**src/rtl/or_share_arb.sv**
```systemverilog
// or_share_arb: four requesters share one registered A|B unit via an IDLE -> GRANT -> EXEC sequence.
// Build option OR_SHARE_ARB_RR_EN selects round-robin arbitration; otherwise req[0] has fixed top priority.
module or_share_arb #(
  parameter int WIDTH = 4
) (
  input  logic               clk,
  input  logic               rst_n,
  input  logic [3:0]         req,
  input  logic [4*WIDTH-1:0] a_bus,
  input  logic [4*WIDTH-1:0] b_bus,
  output logic [3:0]         gnt,
  output logic [WIDTH-1:0]   y,
  output logic               y_valid,
  output logic [1:0]         y_id,
  output logic               busy
);

  // state | meaning
  // IDLE  | waiting for a request; winner picked here only
  // GRANT | gnt pulse to winner; its operands are captured
  // EXEC  | result registered, y_valid pulses in the following cycle
  typedef enum logic [1:0] {IDLE, GRANT, EXEC} state_e;

  state_e           state_q, state_d;
  logic [1:0]       win_q, win_d;
  logic [1:0]       sel;
  logic [WIDTH-1:0] a_q, b_q;
  logic [WIDTH-1:0] y_q;
  logic [1:0]       y_id_q;
  logic             y_valid_q;

`ifdef OR_SHARE_ARB_RR_EN
  logic [1:0] ptr_q;
  logic [1:0] idx;

  // Scan from farthest (ptr itself) to nearest so the closest requester after ptr wins.
  always_comb begin
    sel = ptr_q;
    idx = ptr_q;
    for (int k = 4; k >= 1; k--) begin
      idx = ptr_q + 2'(k);
      if (req[idx]) sel = idx;
    end
  end

  always_ff @(posedge clk or negedge rst_n) begin
    if (!rst_n) begin
      ptr_q <= 2'd3;
    end else if (state_q == IDLE && req != 4'b0000) begin
      ptr_q <= sel;
    end
  end
`else
  always_comb begin
    sel = 2'd0;
    for (int k = 3; k >= 0; k--) begin
      if (req[k]) sel = 2'(k);
    end
  end
`endif

  always_comb begin
    state_d = state_q;
    win_d   = win_q;
    gnt     = 4'b0000;
    case (state_q)
      IDLE: begin
        if (req != 4'b0000) begin
          state_d = GRANT;
          win_d   = sel;
        end
      end
      GRANT: begin
        gnt     = 4'b0001 << win_q;
        state_d = EXEC;
      end
      EXEC:    state_d = IDLE;
      default: state_d = IDLE;
    endcase
  end

  always_ff @(posedge clk or negedge rst_n) begin
    if (!rst_n) begin
      state_q   <= IDLE;
      win_q     <= 2'd0;
      a_q       <= '0;
      b_q       <= '0;
      y_q       <= '0;
      y_id_q    <= 2'd0;
      y_valid_q <= 1'b0;
    end else begin
      state_q   <= state_d;
      win_q     <= win_d;
      y_valid_q <= (state_q == EXEC);
      if (state_q == GRANT) begin
        a_q <= a_bus[int'(win_q)*WIDTH +: WIDTH];
        b_q <= b_bus[int'(win_q)*WIDTH +: WIDTH];
      end
      if (state_q == EXEC) begin
        y_q    <= a_q | b_q;
        y_id_q <= win_q;
      end
    end
  end

  assign y       = y_q;
  assign y_id    = y_id_q;
  assign y_valid = y_valid_q;
  assign busy    = (state_q != IDLE);

endmodule

```
**config.mk**
```make
export PLATFORM = sky130hd
export DESIGN_NAME = or_share_arb
export DESIGN_NICKNAME = d
export VERILOG_FILES = /design/src/rtl/or_share_arb.sv
export SDC_FILE = /design/constraint.sdc
export NUM_CORES = 1
export LEC_CHECK = 0
export CORE_MARGIN = 1.5
export CORE_UTILIZATION = 40
export DETAILED_ROUTE_END_ITERATION = 10
export GPL_ROUTABILITY_DRIVEN = 0
export GPL_TIMING_DRIVEN = 0
export PLACE_DENSITY = 0.9
export SLEW_MARGIN = 40
export SYNTH_ARGS = -nofsm -noshare
export SYNTH_HDL_FRONTEND = slang
export SYNTH_SLANG_ARGS = --single-unit
```
**constraint.sdc**
```tcl
create_clock -name clk -period 1.35 [get_ports clk]
set_input_delay 0.27 -clock clk [delete_from_list [all_inputs] [get_ports clk]]
set_output_delay 0.27 -clock clk [all_outputs]
set_load 0.01 [all_outputs]
```
Yosys cells after proc, flatten, opt, wreduce, memory -nomap -nowiden
Cells that the tools add are included.
- register bits after elaboration: 19
- input bits: 38
- output and inout bits: 12
- equal/unequal tests: 3
- shift operators: 3
- mux-type cells: 7
- bitwise logic cells: 1
- reductions and logical operators: 4
- operators with widths (cell ; number):
    16-bit by 5-bit variable part select with 4-bit output ; 2
    2-bit 2-to-1 mux ; 5
    4-bit 2-to-1 mux ; 1
    4-bit bitwise OR ; 1
    2-bit case mux with 2 select lines ; 1
    4-bit nonzero test ; 1
    1-bit by 2-bit left shift with 4-bit output (first input constant) ; 1
    2-bit by 1-bit equality test with 1-bit output (second input constant) ; 1
    2-bit equality test (second input constant) ; 1
    2-bit logical NOT ; 1
    2-bit inequality test (second input constant) ; 1
    2-bit AND reduction ; 1
    2-bit nonzero test ; 1

Depth between registers and ports, before layout
- depth after elaboration: 4
- depth in mapped cells: 6

Worst setup path before layout
No wires, ideal clock.
- path type: reg2out
- start: register state_q[1]
- end: output gnt[0]
- arrival: 1.035 ns
- required time: 1.080 ns
- setup slack: 0.045 ns
- stages on the path, launching flop included: 7
- buffers on the path: 2
- cell sequence: dfrtp_1 > nand2b_4 > buf_6 > inv_6 > nand2b_4 > buf_6 > nor2_1
- longest elaborated chain between the ends: 2
- RTL lines (item ; line ; RTL):
    from (decl) ; 24 ; state_e state_q, state_d;
    from (signal assigned) ; 92 ; state_q <= state_d;
    2-bit by 1-bit equality test with 1-bit output ; 66 ; case (state_q)
    4-bit 2-to-1 mux ; 66 ;
    to (decl) ; 11 ; output logic [3:0] gnt,
Every way passes these cells.

Worst setup path after layout
- start: register state_q[1]
- end: output gnt[2]
Same word-level chain as after synthesis.

==> results.json <==
{
  "path_clk_slew_ns": 0.11,
  "viasPerCell": 5.12,
  "ys_seq_elements": 19,
  "finClkSkew_ns": 0.00487,
  "async_reset_ff_share_pct": 100,
  "dr.first_iter.drc_count": 10,
  "io_pins": 50,
  "rows": 18,
  "cp.required_ns": 1.08,
  "synth_largest_area_cell": "dfrtp_1",
  "r2r_slack_ns": 0.04,
  "critical_path.startpoint_type": "register",
  "synth_edf_count": 0,
  "rsz0062_at_grt": "true",
  "htreeDepth": 1,
  "finalCriticalPeriod_ns": 1.50,
  "placed_area_sq_um": 1580,
  "fin_util_pct": 67.4,
  "setup_viol": 5,
  "critPathKind": "reg -> out",
  "wl_per_cell_um": 14.6,
  "dr.pass1.iters": 4,
  "track_usage_pct": 18.4,
  "rr_endpoint": "b_q[1]",
  "start_util_pct": 42.4,
  "grt.overflow.total": 0,
  "finalNetCount": 193,
  "via_count": 942,
  "leakage_nw": 0.754,
  "synth_cell_types": 19,
  "ant_nets": 0,
  "power_density_nw_per_um2": 2000,
  "avgSynthCellArea_sq_um": 11.2,
  "grt_max_degree": 20,
  "antenna_found_initial": 0,
  "drt_wl_total_um": 2690,
  "dieWidth_um": 54.3,
  "hold_slack_ns": 0.434,
  "crit_path_start": "state_q[1]",
  "endpoint": "gnt[2]",
  "syn-num-nets": 132,
  "cts_buffers": 3,
  "syn_to_final_growth_pct": 58.8,
  "status": "finished, violations left",
  "finalHoldViolCount": 0,
  "die_y_um": 54.3,
  "die_area_sq_um": 2940,
  "post-place-ws_ns": -0.459,
  "worstPathArrival_ns": 1.23,
  "clock-sinks": 19,
  "drc": 0,
  "grt_pass1_wl_um": 3760,
  "worstMarginPinSlew_ns": 0.417,
  "yosys.area.top_type_share_pct": 45.2,
  "diodes": 0,
  "fmax_ghz": 0.667,
  "synth.area.top_cells": "dfrtp_1 (45%), mux2i_1 (15%), o221ai_2 (11%), buf_6 (5.4%), nand2_1 (4.6%)",
  "cts.path.max_buffers": 2,
  "slew_headroom_pct": 72.2,
  "yosysMostFrequentCell": "dfrtp_1",
  "vdd_ir_drop_max_mv": 1.35,
  "drive_above_1_share_pct": 27.9,
  "maxSlewViolCount": 0,
  "synthCells": 94,
  "core_sq_um": 2480,
  "cts_tree": "done",
  "cap_violations": 0,
  "design_area_sq_um": 1670,
  "cts-root-buf": "clkbuf_4",
  "dominantRegCellSynth": "dfrtp_1",
  "yosys_warnings": 0,
  "syn_area_sq_um": 1050,
  "grt_pass1_vias": 830,
  "hpwl_um": 1950,
  "total_power_mw": 3.35,
  "r2r_start": "win_q[1]",
  "ys_seq_area_share_pct": 45.2,
  "critPathMaxFanout": 4,
  "hold_class": "in -> async",
  "yosys-top-cells-count": "dfrtp_1 (19), mux2i_1 (16), nand2_1 (13)",
  "setup_ws_ns": -0.148,
  "fin_crit_sh_pct": 111,
  "endpoint_kind": "output port",
  "violations": "setup timing",
  "clk_latency_ns": 0.30,
  "port-buffer-count": 49,
  "worst_r2r_path_depth": 5
}
flip-flops by register name, summed over array words and instances, names as in the netlist:
name and flops:
y 4, b_q 4, y_valid 1, y_id 2
a_q 4, win_q 2, state_q 2
worst min path at each step:
stage            from  endpoint  cells after the start
2_1_floorplan   rst_n    a_q[0]                      0
3_3_place_gp     y[3]      y[3]                      2
3_5_place_dp   a_q[3]    a_q[3]                      2
4_1_cts         rst_n    b_q[1]                      1
5_1_grt         rst_n    b_q[2]                      2
6_report        rst_n    b_q[2]                      2
power by group:
group          internal, mW  switching (mW)
registers             0.851           0.186
logic                  1.05           0.969
clock network         0.110           0.177
total                  2.01            1.33
layer usage:
layer	wire [um]	global-route usage, %	up-vias
met3	99	1.64	4
met1	1040	22.3	458
li1	-	-	450
met4	30	7.50	0
met5	0	0	-
met2	1510	33.1	30
kinds of logic after synthesis:
kind of cell    share of synthesized area, %
mux                                     16.3
flops                                   45.2
compound gates                          16.9
buf+inv                                 7.74
simple gates                            13.8
critical path: stages (launching register included):
cell	delay (ns)
dfrtp_1	0.39
nand2b_4	0.17
inv_8	0.08
nand2b_4	0.08
nor2_2	0.09
buf_2	0.13
cell usage in the layout, fill, tap and decap left out:
cell             netlist  final
a21oi_1                2      2
buf_12                 0      1
buf_2                  1      5
buf_4                  0      9
buf_6                  5      3
clkbuf_4               0      3
clkdlybuf4s50_1        0     36
clkinv_2               0      1
clkinvlp_4             0      1
dfrtp_1               19     19
dlygate4sd2_1          0      7
dlygate4sd3_1          0      1
inv_1                  3      2
inv_8                  0      1
mux2_2                 1      1
mux2i_1               16     15
mux2i_2                0      1
nand2_1               13     13
nand2_8                0      1
nand2b_1               1      1
nand2b_4               2      2
nor2_1                12      8
nor2_2                 0      3
nor2_4                 0      1
o21a_1                 1      1
o21ai_0                5      5
o21ai_1                1      1
o221ai_2               8      8
o22a_2                 1      1
or2_4                  0      1
stage by stage:
stage / cells / TNS (ns)
final: 184 / -0.610
after global routing: 184 / -1.03
after CTS: 182 / -0.633
after detailed placement: 173 / -1.95
after global placement: 173 / -1.84
after floorplan: 94 / 0
final cells by class:
type	instances	area, sq um
Timing Repair Buffer	60	553
Multi-Input combinational cell	65	524
Clock inverter	1	5.00
Fill cell	200	808
Inverter	4	26.3
Tap cell	30	37.5
Sequential cell	19	475
Clock buffer	3	22.5
Buffer	2	25.0
repair_timing:
| item | in CTS | in global routing |
|---|---|---|
| resized for setup | 39 | 4 |
| setup endpoints to repair | 12 | 10 |
| hold endpoints to repair | 0 | 19 |
| pin swaps | 1 | 0 |
| hold buffers | 0 | 1 |
| buffers inserted | 9 | 1 |
Power figures use the tool's default switching activity.
